===== src/rtl/bpu_pkg.sv =====
`default_nettype none
// ============================================================================
// Module      : bpu_pkg
// Description : Shared widths, BHT counter encodings and sequencer state
//               encodings for the branch predictor table controller.
// Revision    : 1.0 - initial release
// ============================================================================
package bpu_pkg;

    // Default table geometry: 1024 entries indexed by PC[11:2]
    localparam int BPU_IDX_W = 10;
    localparam int BPU_TAG_W = 20;
    localparam int BPU_TGT_W = 30;

    // 2-bit saturating counter encodings
    localparam logic [1:0] CTR_SNT = 2'b00;
    localparam logic [1:0] CTR_WNT = 2'b01;
    localparam logic [1:0] CTR_WT  = 2'b10;
    localparam logic [1:0] CTR_ST  = 2'b11;

    typedef enum logic [0:0] {
        INIT = 1'b0,
        RUN  = 1'b1
    } bpu_state_e;

    // Plain-vector views of the state encodings for the sequencer register
    localparam logic [0:0] ST_INIT = INIT;
    localparam logic [0:0] ST_RUN  = RUN;

endpackage
`default_nettype wire


===== src/rtl/bpu_table_ctrl_if.sv =====
`default_nettype none
// ============================================================================
// Module      : bpu_table_ctrl_if
// Description : EX update report, combinational table read-back and table
//               write port bundled between the pipeline/table and the
//               table sequencer.
// Revision    : 1.0 - initial release
// ============================================================================
interface bpu_table_ctrl_if
    import bpu_pkg::*;
#(
    parameter int IDX_W = BPU_IDX_W,
    parameter int TAG_W = BPU_TAG_W,
    parameter int TGT_W = BPU_TGT_W
);
    // EX resolution report
    logic             upd_valid;
    logic [IDX_W-1:0] upd_idx;
    logic [TAG_W-1:0] upd_tag;
    logic [TGT_W-1:0] upd_target;
    logic             upd_branch;
    logic             upd_taken;
    logic             upd_mispred;

    // Table read at upd_idx
    logic             rd_valid;
    logic [TAG_W-1:0] rd_tag;
    logic [1:0]       rd_ctr;

    // Table write port
    logic             tbl_we;
    logic [IDX_W-1:0] tbl_widx;
    logic             tbl_wvalid;
    logic             tbl_wbranch;
    logic [TAG_W-1:0] tbl_wtag;
    logic [TGT_W-1:0] tbl_wtarget;
    logic [1:0]       tbl_wctr;

    modport master (
        output upd_valid, upd_idx, upd_tag, upd_target,
               upd_branch, upd_taken, upd_mispred,
               rd_valid, rd_tag, rd_ctr,
        input  tbl_we, tbl_widx, tbl_wvalid, tbl_wbranch,
               tbl_wtag, tbl_wtarget, tbl_wctr
    );

    modport slave (
        input  upd_valid, upd_idx, upd_tag, upd_target,
               upd_branch, upd_taken, upd_mispred,
               rd_valid, rd_tag, rd_ctr,
        output tbl_we, tbl_widx, tbl_wvalid, tbl_wbranch,
               tbl_wtag, tbl_wtarget, tbl_wctr
    );

endinterface
`default_nettype wire


===== src/rtl/bpu_ctr_sat.sv =====
`default_nettype none
// ============================================================================
// Module      : bpu_ctr_sat
// Description : Combinational 2-bit saturating counter step. Taken moves
//               toward strongly-taken, not-taken toward strongly-not-taken.
// Revision    : 1.0 - initial release
// ============================================================================
module bpu_ctr_sat
    import bpu_pkg::*;
(
    input  logic [1:0] i_ctr,
    input  logic       i_taken,
    output logic [1:0] o_ctr
);

    // Step by one unless already pinned at the end in that direction
    always_comb begin
        o_ctr = i_ctr;
        if (i_taken) begin
            if (i_ctr != CTR_ST) begin
                o_ctr = i_ctr + 2'd1;
            end
        end else begin
            if (i_ctr != CTR_SNT) begin
                o_ctr = i_ctr - 2'd1;
            end
        end
    end

endmodule
`default_nettype wire


===== src/rtl/bpu_table_ctrl.sv =====
`default_nettype none
// ============================================================================
// Module      : bpu_table_ctrl
// Description : Owner of the BHT/BTB write port. Clears every entry after
//               reset and on fence.i, then converts EX resolution reports
//               into registered table writes with a one-deep forward path
//               for back-to-back updates to the same index.
// Revision    : 1.0 - initial release
// ============================================================================
module bpu_table_ctrl
    import bpu_pkg::*;
#(
    parameter int IDX_W = BPU_IDX_W,
    parameter int TAG_W = BPU_TAG_W,
    parameter int TGT_W = BPU_TGT_W
)(
    input  logic                clk,
    input  logic                rstn,
    bpu_table_ctrl_if.slave     bus,
    input  logic                flush_req,
    output logic                pred_en,
    output logic                busy,
    output logic                flush_done,
    output logic [31:0]         mispred_cnt
);

    localparam logic [IDX_W-1:0] c_last_idx = '1;

    logic [0:0]       r_state;
    logic [IDX_W-1:0] r_walk;
    logic             r_flush_done;
    logic [31:0]      r_mispred_cnt;

    // Registered write port; r_walk_wr marks a clearing write
    logic             r_we;
    logic             r_walk_wr;
    logic [IDX_W-1:0] r_widx;
    logic             r_wvalid;
    logic             r_wbranch;
    logic [TAG_W-1:0] r_wtag;
    logic [TGT_W-1:0] r_wtarget;
    logic [1:0]       r_wctr;

    logic             w_last_done;
    logic             w_walk_issue;
    logic             w_upd_accept;
    logic             w_fwd;
    logic             w_old_valid;
    logic [TAG_W-1:0] w_old_tag;
    logic [1:0]       w_old_ctr;
    logic             w_hit;
    logic [1:0]       w_sat_ctr;
    logic [1:0]       w_new_ctr;

    // The last clearing write is on the port this cycle and commits at the edge
    assign w_last_done  = (r_state == ST_INIT) && r_we && r_walk_wr && (r_widx == c_last_idx);
    // A flush cycle in INIT issues nothing so the walk restarts cleanly at 0
    assign w_walk_issue = (r_state == ST_INIT) && !flush_req && !w_last_done;
    // Flush wins over a simultaneous update
    assign w_upd_accept = (r_state == ST_RUN) && bus.upd_valid && !flush_req;

    // The pending write has not reached the table yet, so its contents
    // replace the stale read-back when it targets the same index
    assign w_fwd       = (r_state == ST_RUN) && r_we && (r_widx == bus.upd_idx);
    assign w_old_valid = w_fwd ? r_wvalid : bus.rd_valid;
    assign w_old_tag   = w_fwd ? r_wtag   : bus.rd_tag;
    assign w_old_ctr   = w_fwd ? r_wctr   : bus.rd_ctr;
    assign w_hit       = w_old_valid && (w_old_tag == bus.upd_tag);

    bpu_ctr_sat u_ctr_sat (
        .i_ctr   (w_old_ctr),
        .i_taken (bus.upd_taken),
        .o_ctr   (w_sat_ctr)
    );

    // Counter to write: non-branches pinned strongly-taken, misses allocate weak
    always_comb begin
        w_new_ctr = CTR_ST;
        if (bus.upd_branch) begin
            if (w_hit) begin
                w_new_ctr = w_sat_ctr;
            end else begin
                w_new_ctr = bus.upd_taken ? CTR_WT : CTR_WNT;
            end
        end
    end

    // Sequencer state and clearing-walk index
    always_ff @(posedge clk or negedge rstn) begin
        if (!rstn) begin
            r_state <= ST_INIT;
            r_walk  <= '0;
        end else begin
            case (r_state)
                ST_INIT: begin
                    if (flush_req) begin
                        r_walk <= '0;
                    end else if (w_last_done) begin
                        r_state <= ST_RUN;
                    end else if (w_walk_issue) begin
                        r_walk <= r_walk + 1'b1;
                    end
                end
                ST_RUN: begin
                    if (flush_req) begin
                        r_state <= ST_INIT;
                        r_walk  <= '0;
                    end
                end
                default: begin
                    r_state <= ST_INIT;
                    r_walk  <= '0;
                end
            endcase
        end
    end

    // Table write register: clearing write in INIT, update write in RUN
    always_ff @(posedge clk or negedge rstn) begin
        if (!rstn) begin
            r_we      <= 1'b0;
            r_walk_wr <= 1'b0;
            r_widx    <= '0;
            r_wvalid  <= 1'b0;
            r_wbranch <= 1'b0;
            r_wtag    <= '0;
            r_wtarget <= '0;
            r_wctr    <= CTR_SNT;
        end else begin
            r_we      <= 1'b0;
            r_walk_wr <= 1'b0;
            if (w_walk_issue) begin
                r_we      <= 1'b1;
                r_walk_wr <= 1'b1;
                r_widx    <= r_walk;
                r_wvalid  <= 1'b0;
                r_wbranch <= 1'b0;
                r_wtag    <= '0;
                r_wtarget <= '0;
                r_wctr    <= CTR_SNT;
            end else if (w_upd_accept) begin
                r_we      <= 1'b1;
                r_widx    <= bus.upd_idx;
                r_wvalid  <= 1'b1;
                r_wbranch <= bus.upd_branch;
                r_wtag    <= bus.upd_tag;
                r_wtarget <= bus.upd_target;
                r_wctr    <= w_new_ctr;
            end
        end
    end

    // One-cycle completion pulse coincident with entering RUN
    always_ff @(posedge clk or negedge rstn) begin
        if (!rstn) begin
            r_flush_done <= 1'b0;
        end else begin
            r_flush_done <= w_last_done && !flush_req;
        end
    end

    // Mispredict counter, only while predictions are live
    always_ff @(posedge clk or negedge rstn) begin
        if (!rstn) begin
            r_mispred_cnt <= '0;
        end else if ((r_state == ST_RUN) && bus.upd_valid && bus.upd_mispred) begin
            r_mispred_cnt <= r_mispred_cnt + 32'd1;
        end
    end

    assign bus.tbl_we      = r_we;
    assign bus.tbl_widx    = r_widx;
    assign bus.tbl_wvalid  = r_wvalid;
    assign bus.tbl_wbranch = r_wbranch;
    assign bus.tbl_wtag    = r_wtag;
    assign bus.tbl_wtarget = r_wtarget;
    assign bus.tbl_wctr    = r_wctr;

    assign pred_en     = (r_state == ST_RUN);
    assign busy        = (r_state == ST_INIT);
    assign flush_done  = r_flush_done;
    assign mispred_cnt = r_mispred_cnt;

endmodule
`default_nettype wire

===== src/flat_wrapper.sv =====
// flat-port wrapper written by rule: the top's interface ports become plain ports
module bpu_table_ctrl_flat import bpu_pkg::*;
#(
    parameter int IDX_W = BPU_IDX_W,
    parameter int TAG_W = BPU_TAG_W,
    parameter int TGT_W = BPU_TGT_W
)
  (clk, rstn, flush_req, pred_en, busy, flush_done, mispred_cnt, bus_upd_valid, bus_upd_idx, bus_upd_tag, bus_upd_target, bus_upd_branch, bus_upd_taken, bus_upd_mispred, bus_rd_valid, bus_rd_tag, bus_rd_ctr, bus_tbl_we, bus_tbl_widx, bus_tbl_wvalid, bus_tbl_wbranch, bus_tbl_wtag, bus_tbl_wtarget, bus_tbl_wctr);
  bpu_table_ctrl_if #(.IDX_W(IDX_W), .TAG_W(TAG_W), .TGT_W(TGT_W)) bus_i ();
  input  logic clk;
  input  logic rstn;
  input  logic flush_req;
  output logic pred_en;
  output logic busy;
  output logic flush_done;
  output logic [31:0] mispred_cnt;
  input wire logic [$bits(bus_i.upd_valid)-1:0] bus_upd_valid;
  input wire logic [$bits(bus_i.upd_idx)-1:0] bus_upd_idx;
  input wire logic [$bits(bus_i.upd_tag)-1:0] bus_upd_tag;
  input wire logic [$bits(bus_i.upd_target)-1:0] bus_upd_target;
  input wire logic [$bits(bus_i.upd_branch)-1:0] bus_upd_branch;
  input wire logic [$bits(bus_i.upd_taken)-1:0] bus_upd_taken;
  input wire logic [$bits(bus_i.upd_mispred)-1:0] bus_upd_mispred;
  input wire logic [$bits(bus_i.rd_valid)-1:0] bus_rd_valid;
  input wire logic [$bits(bus_i.rd_tag)-1:0] bus_rd_tag;
  input wire logic [$bits(bus_i.rd_ctr)-1:0] bus_rd_ctr;
  output wire logic [$bits(bus_i.tbl_we)-1:0] bus_tbl_we;
  output wire logic [$bits(bus_i.tbl_widx)-1:0] bus_tbl_widx;
  output wire logic [$bits(bus_i.tbl_wvalid)-1:0] bus_tbl_wvalid;
  output wire logic [$bits(bus_i.tbl_wbranch)-1:0] bus_tbl_wbranch;
  output wire logic [$bits(bus_i.tbl_wtag)-1:0] bus_tbl_wtag;
  output wire logic [$bits(bus_i.tbl_wtarget)-1:0] bus_tbl_wtarget;
  output wire logic [$bits(bus_i.tbl_wctr)-1:0] bus_tbl_wctr;
  assign bus_i.upd_valid = bus_upd_valid;
  assign bus_i.upd_idx = bus_upd_idx;
  assign bus_i.upd_tag = bus_upd_tag;
  assign bus_i.upd_target = bus_upd_target;
  assign bus_i.upd_branch = bus_upd_branch;
  assign bus_i.upd_taken = bus_upd_taken;
  assign bus_i.upd_mispred = bus_upd_mispred;
  assign bus_i.rd_valid = bus_rd_valid;
  assign bus_i.rd_tag = bus_rd_tag;
  assign bus_i.rd_ctr = bus_rd_ctr;
  assign bus_tbl_we = bus_i.tbl_we;
  assign bus_tbl_widx = bus_i.tbl_widx;
  assign bus_tbl_wvalid = bus_i.tbl_wvalid;
  assign bus_tbl_wbranch = bus_i.tbl_wbranch;
  assign bus_tbl_wtag = bus_i.tbl_wtag;
  assign bus_tbl_wtarget = bus_i.tbl_wtarget;
  assign bus_tbl_wctr = bus_i.tbl_wctr;
  bpu_table_ctrl #(.IDX_W(IDX_W), .TAG_W(TAG_W), .TGT_W(TGT_W)) u_core (.clk(clk), .rstn(rstn), .bus(bus_i), .flush_req(flush_req), .pred_en(pred_en), .busy(busy), .flush_done(flush_done), .mispred_cnt(mispred_cnt));
endmodule

===== config.mk =====
export PLATFORM = sky130hd
export DESIGN_NAME = bpu_table_ctrl_flat
export DESIGN_NICKNAME = d
export VERILOG_FILES = /design/src/rtl/bpu_pkg.sv /design/src/rtl/bpu_table_ctrl_if.sv /design/src/rtl/bpu_ctr_sat.sv /design/src/rtl/bpu_table_ctrl.sv /design/src/flat_wrapper.sv
export SDC_FILE = /design/constraint.sdc
export NUM_CORES = 1
export LEC_CHECK = 0
export CORE_UTILIZATION = 30
export CTS_CLUSTER_SIZE = 28
export DETAILED_ROUTE_END_ITERATION = 7
export PLACE_DENSITY = 0.53
export SYNTH_ARGS = -nofsm -noshare
export SYNTH_HDL_FRONTEND = slang
export SYNTH_SLANG_ARGS = --single-unit

===== constraint.sdc =====
create_clock -name clk -period 2.91 [get_ports clk]
set_input_delay 0.582 -clock clk [delete_from_list [all_inputs] [get_ports clk]]
set_output_delay 0.582 -clock clk [all_outputs]
set_load 0.02 [all_outputs]

==> impl_metrics.ini, run 1 <==
[clock_tree]
ctsRootBufferMaster = clkbuf_16
cts_setup_buffers = 0
cts_resized = 0
cts_buffers = 9
clock_latency_ns = 0.35
cts_tree = yes
clk_path_buf_depth = 2
hold_buffers = 0
cts.sinks = 110
clkSlewWorstSetupHoldPaths_ns = 0.08
h-tree-depth = 3

[setup_path]
r2r_cells = 8
crit_path_cell_trace = clkdlybuf4s50_1 -> xor2_1 -> nor4_2 -> nand3b_1 -> buf_4 -> mux2_4 -> a2111oi_4 -> and4_1 -> nor3_2
crit_end = u_core.bus.tbl_wctr[0]
r2r-end = u_core.bus.tbl_wctr[0]
path_buf_inv = 2
crit_fanout = 5
crit_cells = 9
max_stage_delay_ns = 0.45
critPathArrivalTime_ns = 2.83
worstSetupPathType = in -> reg
startpoint = bus_upd_idx[0]
crit_path_end_kind = register
cp.required_ns = 3.15
r2r_slack_ns = 0.49
r2r_start = u_core.pred_en
critPathSlowestCell = clkdlybuf4s50_1
cp_top_family = simple AND/OR/NAND/NOR gates
startpoint_type = primary input

[global_routing]
use_met2_pct = 30.7
grt_antenna_before_repair = 0
busiest_layer = met2
met1_usage_pct = 22.6
grt_overflow = 0
grt_pass1_vias = 4615
track_usage_pct = 17.8
met3_usage_pct = 2.40
grt_first_pass_wirelength_um = 25000
grt_start_max_net_pins = 68

[power_and_ir_drop]
ir_worst_vdd_uv = 272
p_leak_uw = 0.00337
comb_power_share_pct = 9.8
switchingPower_uw = 746
pwr-share-clk_pct = 41.8
swShare_pct = 23.3
pwr_density_cell_nw_per_um2 = 406
seqPwrFrac_pct = 48.4
p_int_uw = 2460

[drt]
wirelength_um = 15900
num_vias = 4605
drtAntennaViolNets = 0
drtIter0Drc = 152
route.detailed.drc = 0
viasPerCell = 4.69
post_drt_wl_per_cell_um = 16.2
firstDrtPassIters = 4

[synth]
synth_area_leaders = dfrtp_1 52%, nand2_1 9.5%, xnor2_1 6.6%, xor2_1 5.8%, o21ai_0 4.9%
yosysSeqAreaShare_pct = 51.8
syn_area_per_cell_um2 = 9.59
mappedNetlistArea_um2 = 5310
synth_top_area_share_pct = 51.8
ys.warnings.count = 0
synth-edff-count = 0
synth_seq_cells = 110
post-synth-top-area-cell = dfrtp_1
synthFlopType = dfrtp_1
syn-instance-count = 554
yosysUniqueCellTypes = 43
synth-async-reset-ratio_pct = 100
synth_commonest_cells = 135 x nand2_1, 110 x dfrtp_1, 52 x o21ai_0
synth_nets = 646
yosysMostFrequentCell = nand2_1

[finish]
diodes = 0
final_cells = 981
synthToLayoutAreaGrowth_pct = 48.8
final_core_util_pct = 45.7
final_layout_size_suffix_gt1_share_pct = 7.01
nets = 843

[floorplan]
ios = 190
core_um2 = 17300
rows = 48
die-area_um2 = 18200
die_x_um = 135
fp.dieH_um = 135
start_util_pct = 30.7

[placement]
dp.cells = 965
io_buffers = 189
finalWeightedCongestion = 0.825
post-place-ws_ns = -0.0674
hpwl_um = 11800

[timing]
timing.hold.ws_ns = 0.331
slew_headroom_pct = 23.3
fin_crit_ns = 2.59
hold_viol_final = 0
worst_slack_ns = 0.316
tightestPinTransition_ns = 1.15
max_clock_freq_mhz = 386
slew_violations = 0
finalClockSkew_ns = 0.00711
rsz0062_at_grt = false
finalCritPeriodShare_pct = 89.1
setup_viol = 0

[worst_hold_path]
hold_path.class = in -> async

[run_status]
outcome = finished, final reports clean

[run]
maxCapViolations = 0
layout make-up:
cell class	count	area (um2)
Inverter	15	56.3
Fill cell	1654	9390
Multi-Input combinational cell	407	2420
Sequential cell	110	2750
Timing Repair Buffer	208	2070
Clock inverter	4	58.8
Tap cell	225	282
Clock buffer	12	267
worst min path at each step:
| stage | cells after the start | startpoint | slack [ns] | to |
|---|---|---|---|---|
| global placement | 1 | u_core.mispred_cnt[31] | 0.47 | u_core.mispred_cnt[31] |
| finish | 1 | rstn | 0.33 | u_core.mispred_cnt[0] |
| floorplan | 0 | rstn | 0.29 | u_core.bus.tbl_wbranch |
| global route | 1 | rstn | 0.40 | u_core.mispred_cnt[0] |
| detailed placement | 1 | u_core.mispred_cnt[31] | 0.48 | u_core.mispred_cnt[31] |
| CTS | 1 | rstn | 0.37 | u_core.mispred_cnt[7] |
stage by stage:
step                 TNS, ns  cell area (um2)  power, uW
detailed placement    -0.126             7580       1900
global placement    -0.00129             7580       1900
finish                     0             7910       3210
global route               0             7910       3340
floorplan                  0             5310       1680
CTS                        0             7910       3260
power groups by stage:
stage / logic, uW / clock network (uW) / registers, uW
after floorplan: 87.9 / 0 / 1590
after global placement: 316 / 0 / 1580
after detailed placement: 319 / 0 / 1580
after CTS: 321 / 1380 / 1550
after global routing: 344 / 1440 / 1560
final: 315 / 1340 / 1550
flip-flops by register name (all words and copies together) (netlist names):
name and cells:
u_core.bus.tbl_wbranch 1, u_core.bus.tbl_wctr 2, u_core.bus.tbl_we 1, u_core.bus.tbl_widx 10
u_core.bus.tbl_wtag 20, u_core.bus.tbl_wtarget 30, u_core.bus.tbl_wvalid 1, u_core.flush_done 1
u_core.mispred_cnt 32, u_core.pred_en 1, u_core.r_walk 10, u_core.r_walk_wr 1
worst register-to-register path, cell delays in order, from the launching register on:
cell and delay (ns):
dfrtp_1 0.54, nand2_1 0.13, nor4_2 0.31, nand3b_1 0.12
buf_4 0.18, mux2_4 0.31, a2111oi_4 0.40, and4_1 0.26
nor3_2 0.05
cell families (layout without fill, tap and decap cells):
family                     Yosys count  after routing  synth area share [%]
muxes                               11             11                  2.31
and+or+nand+nor                    238            238                  20.9
adders and majority gates            5              5                  1.04
DFF                                110            110                  51.8
AOI/OAI and AO/OA                   78             78                  8.83
xor gates and xnor gates            75             75                  12.4
buffers and inverters               37            239                  2.75
routing by layer:
layer  part of all wire, %  routed length (um)
met5                     0                   0
met4                   1.5                 243
met3                   3.4                 546
met2                    51                8030
met1                    44                7060
cell usage in the layout (no fill, tap or decap), drive strengths merged, types with 3 or more instances in the layout:
cell type	instances
mux2	4
and4	4
nand4b	3
a22oi	10
nand3	23
maj3	3
o21ai	52
xor2	35
or2	3
buf	20
clkdlybuf4s50	188
nand2	135
nand2b	5
nor3	5
clkbuf	12
dfrtp	110
nor2	23
inv	18
xnor2	40
mux2i	7
nand4	10
o22ai	3
nor4	9
and3	12
a21oi	4
Power figures use the tool's default switching activity.
==> inputs of run 2 (changes only) <==
--- a/config.mk
+++ b/config.mk
@@ -9,6 +9,8 @@
 export CTS_CLUSTER_SIZE = 28
 export DETAILED_ROUTE_END_ITERATION = 7
 export PLACE_DENSITY = 0.53
+export RECOVER_POWER = 100
+export SLEW_MARGIN = 30
 export SYNTH_ARGS = -nofsm -noshare
 export SYNTH_HDL_FRONTEND = slang
 export SYNTH_SLANG_ARGS = --single-unit
==> impl_metrics.ini, run 2 (synthesis gave the netlist of run 1 again) <==
[run_status]
outcome = finished, violations left
violations = max-capacitance violations, max-slew violations

[timing]
slew_violations = 68
finalCritPeriodShare_pct = 89.0
hold_viol_final = 0
max_clock_freq_mhz = 386
finalClockSkew_ns = 0.00633
setup_viol = 0
slew_headroom_pct = -9.93
fin_setup_tns_ns = 0
tightestPinTransition_ns = 1.65
rsz0062_at_grt = false
fin_crit_ns = 2.59

[clock_tree]
cts_setup_buffers = 0
cts_resized = 0
hold_buffers = 0
cts.sinks = 110
h-tree-depth = 3
clkSlewWorstSetupHoldPaths_ns = 0.07
cts_tree = yes
ctsRootBufferMaster = clkbuf_16
cts_buffers = 9
clock_latency_ns = 0.35
clk_path_buf_depth = 2

[floorplan]
rows = 48
core_um2 = 17300
start_util_pct = 30.7
fp.dieH_um = 135
ios = 190
die-area_um2 = 18200
die_x_um = 135

[setup_path]
crit_path_cell_trace = clkdlybuf4s50_1 -> xor2_1 -> nor4_2 -> nand3b_1 -> buf_4 -> mux2_4 -> a2111oi_4 -> and4_1 -> nor3_2
worstSetupPathType = in -> reg
crit_path_end_kind = register
critPathSlowestCell = clkdlybuf4s50_1
critPathArrivalTime_ns = 2.83
r2r_cells = 8
cp.required_ns = 3.15
crit_fanout = 5
startpoint_type = primary input
max_stage_delay_ns = 0.45

[finish]
postLayoutCellArea_um2 = 7870
final-seq-area_um2 = 2750
layout.cells.most_common = nand2_1
multi_input_comb_area_um2 = 2420
synthToLayoutAreaGrowth_pct = 48.1
largest_register_ffs = 32
final_core_util_pct = 45.5
diodes = 0
final_layout_size_suffix_gt1_share_pct = 6.08
nets = 843
fillers = 1663
final_cell_mix = 135 x nand2_1, 110 x dfrtp_1, 101 x dlygate4sd3_1

[drt]
drtAntennaViolNets = 0
drtIter0Drc = 162
firstDrtPassIters = 4
post_drt_wl_per_cell_um = 16.0
viasPerCell = 4.69
wirelength_um = 15700
num_vias = 4599
route.detailed.drc = 0

[global_routing]
grt_first_pass_wirelength_um = 24800
track_usage_pct = 17.6
grt_start_max_net_pins = 68
grt_pass1_vias = 4636
grt_antenna_before_repair = 0
grt_overflow = 0

[worst_hold_path]
whs_path_depth = 1
hold_path.class = reg -> reg

[run]
maxCapViolations = 1

[placement]
finalWeightedCongestion = 0.825
hpwl_um = 11800
postPlaceCellArea_um2 = 7580
io_buffers = 189

[power_and_ir_drop]
pwr_density_cell_nw_per_um2 = 406
p_leak_uw = 0.00369
power_uw = 3190
ir_worst_vdd_uv = 263
run 2: critical path: cells and delay by family:
family / cells / cell delay (ns)
XOR/XNOR: 1 / 0.16
buffers and inverters: 2 / 0.63
AND/OR/NAND/NOR: 4 / 0.75
multiplexers: 1 / 0.31
AO/OA/AOI/OAI: 1 / 0.40
run 2: per-stage QoR:
stage	setup WS (ns)	hold slack, ns	std cells
after floorplan	0.637	0.286	554
after global placement	-0.00129	0.468	965
after detailed placement	-0.0715	0.470	965
after CTS	0.323	0.373	981
after global routing	0.106	0.488	981
final	0.319	0.483	981
run 2: power breakdown:
| group | total, uW | internal, uW | switching, uW |
|---|---|---|---|
| Sequential | 1550 | 1540 | 15.0 |
| Combinational | 309 | 165 | 144 |
| Clock | 1330 | 752 | 582 |
| Total | 3190 | 2450 | 740 |
run 2: worst paths after layout:
kind	startpoint	end	slack, ns
setup / recovery	bus_upd_idx[0]	u_core.bus.tbl_wctr[0]	0.32
hold / removal	u_core.mispred_cnt[31]	u_core.mispred_cnt[31]	0.48
setup reg to reg	u_core.pred_en	u_core.bus.tbl_wctr[0]	0.50
hold reg to reg	u_core.mispred_cnt[31]	u_core.mispred_cnt[31]	0.48
max in group asynchronous	rstn	u_core.bus.tbl_wtag[17]	0.59
min in group asynchronous	rstn	u_core.mispred_cnt[0]	0.63
run 2: layer usage:
layer	GRT usage, %	vias to the layer above	part of all wire, %
met5	0	-	0
met4	5.93	0	1.3
met3	2.40	12	3.0
met2	31.7	79	52
met1	21.6	2246	44
li1	-	2262	-
run 2: final cells by class:
cell class / count / share of cell area [%]
multi-input combinational: 407 / 30.7
sequential: 110 / 35.0
clock inverter: 4 / 0.747
inverter: 15 / 0.716
timing repair buffer: 208 / 25.8
tap: 225 / 3.58
clock buffer: 12 / 3.39
==> inputs of run 3 (changes only) <==
--- a/config.mk
+++ b/config.mk
@@ -5,10 +5,10 @@
 export SDC_FILE = /design/constraint.sdc
 export NUM_CORES = 1
 export LEC_CHECK = 0
-export CORE_UTILIZATION = 30
+export CORE_UTILIZATION = 28
 export CTS_CLUSTER_SIZE = 28
 export DETAILED_ROUTE_END_ITERATION = 7
-export PLACE_DENSITY = 0.53
+export PLACE_DENSITY = 0.5
 export RECOVER_POWER = 100
 export SLEW_MARGIN = 30
 export SYNTH_ARGS = -nofsm -noshare
==> impl_metrics.ini, run 3 (synthesis gave the netlist of run 1 again) <==
[setup_path]
r2r_slack_ns = 0.36
crit_path_end_kind = register
crit_fanout = 10
worstSetupPathType = in -> reg
critPathArrivalTime_ns = 2.99
r2r_start = u_core.bus.tbl_widx[8]
r2r_cells = 8
startpoint_type = primary input
cp.required_ns = 3.14
r2r-end = u_core.bus.tbl_wctr[1]

[timing]
rsz0062_at_grt = false
slew_violations = 0
fin_crit_ns = 2.76
finalClockSkew_ns = 0.00586
setup_viol = 0
finalCritPeriodShare_pct = 94.8
tightestPinTransition_ns = 1.30
max_clock_freq_mhz = 362
hold_viol_final = 0
slew_headroom_pct = 13.3

[power_and_ir_drop]
switchingPower_uw = 721
pwr-share-clk_pct = 38.1
seqPwrFrac_pct = 51.6
power_uw = 3010
comb_power_share_pct = 10.3
pwr_density_cell_nw_per_um2 = 386
swShare_pct = 24.0
p_int_uw = 2290
ir_worst_vdd_uv = 263
p_leak_uw = 0.00365

[clock_tree]
h-tree-depth = 3
clock_latency_ns = 0.35
clk_path_buf_depth = 2
hold_buffers = 0
clkSlewWorstSetupHoldPaths_ns = 0.07
cts_buffers = 9
cts_setup_buffers = 0
cts_resized = 0
cts_tree = yes
ctsRootBufferMaster = clkbuf_16
cts.sinks = 110

[global_routing]
grt_start_max_net_pins = 57
grt_overflow = 0
grt_antenna_before_repair = 0
grt_first_pass_wirelength_um = 25700
track_usage_pct = 17.0
grt_pass1_vias = 4621

[run]
maxCapViolations = 0

[floorplan]
ios = 190
fp.dieH_um = 140
die-area_um2 = 19500
start_util_pct = 28.5
core_um2 = 18600
die_x_um = 140
rows = 50

[placement]
hpwl_um = 12300
finalWeightedCongestion = 0.817
io_buffers = 189

[drt]
viasPerCell = 4.69
wirelength_um = 16300
post_drt_wl_per_cell_um = 16.5
drtAntennaViolNets = 0
firstDrtPassIters = 4
num_vias = 4634
route.detailed.drc = 0
drtIter0Drc = 242

[worst_hold_path]
hold_path.class = in -> async

[finish]
nets = 841
synthToLayoutAreaGrowth_pct = 46.7
diodes = 0
layout.cells.most_common = nand2_1
largest_register_ffs = 32
final_layout_size_suffix_gt1_share_pct = 5.70
final_cell_mix = 135 x nand2_1, 110 x dfrtp_1, 101 x dlygate4sd3_1
final_core_util_pct = 41.8

[run_status]
outcome = finished, final reports clean
run 3: changes by cell type in the layout (fill, tap and decap cells not counted), sizes merged:
cell,before,now
clkinv,0,3
bufinv,1,0
clkinvlp,0,1
inv,18,16
buf,13,10
run 3: metal layers:
layer / up-vias / routed length, um / GRT usage, % / share of wire, %
met5: - / 0 / 0 / 0
met4: 0 / 348 / 7.23 / 2.1
met3: 20 / 653 / 2.72 / 4.0
met2: 116 / 7960 / 27.9 / 49
met1: 2244 / 7360 / 22.1 / 45
li1: 2254 / - / - / -
run 3: through the flow:
step	instances	setup TNS, ns	hold slack [ns]	setup slack, ns	area (um2)
4_1_cts	988	0	0.234	0.202	7840
2_1_floorplan	554	0	0.286	0.637	5310
3_5_place_dp	972	-0.371	0.473	-0.186	7570
6_report	988	0	0.418	0.151	7790
5_1_grt	988	0	0.516	0.0516	7790
3_3_place_gp	972	-0.222	0.467	-0.115	7570
run 3: how the worst max path moves through the flow:
stage / start / end / slack, ns / cells past startpoint
after global routing: bus_upd_idx[8] / u_core.bus.tbl_wctr[0] / 0.05 / 9
after CTS: bus_upd_idx[8] / u_core.bus.tbl_wctr[1] / 0.20 / 9
after detailed placement: bus_upd_idx[8] / u_core.bus.tbl_wctr[1] / -0.19 / 9
after global placement: bus_upd_idx[8] / u_core.bus.tbl_wctr[0] / -0.11 / 9
final: bus_upd_idx[8] / u_core.bus.tbl_wctr[1] / 0.15 / 9
after floorplan: bus_upd_idx[8] / u_core.bus.tbl_wctr[0] / 0.64 / 8
run 3: area by class of cell:
| class | instances | area (um2) |
|---|---|---|
| fillers | 1849 | 10800 |
| flip-flops and latches | 110 | 2750 |
| multi-input cells | 407 | 2410 |
| repair buffers | 206 | 2010 |
| well taps | 234 | 293 |
| clock buffers | 11 | 233 |
| inverters | 15 | 56.3 |
| clock inverters | 5 | 35.0 |
run 3: power groups by stage:
stage	Sequential (uW)	Combinational [uW]	Clock [uW]
2_1_floorplan	1590	87.9	0
6_report	1550	311	1150
4_1_cts	1550	323	1210
3_5_place_dp	1580	320	0
3_3_place_gp	1580	319	0
5_1_grt	1550	339	1270
run 3: critical path, cell delays in order:
cell             delay (ns)
clkdlybuf4s50_1        0.44
xor2_1                 0.17
nor4_2                 0.43
nand3b_1               0.23
clkbuf_4               0.27
mux2i_1                0.17
a2111oi_4              0.40
and4_1                 0.26
nor3_2                 0.05
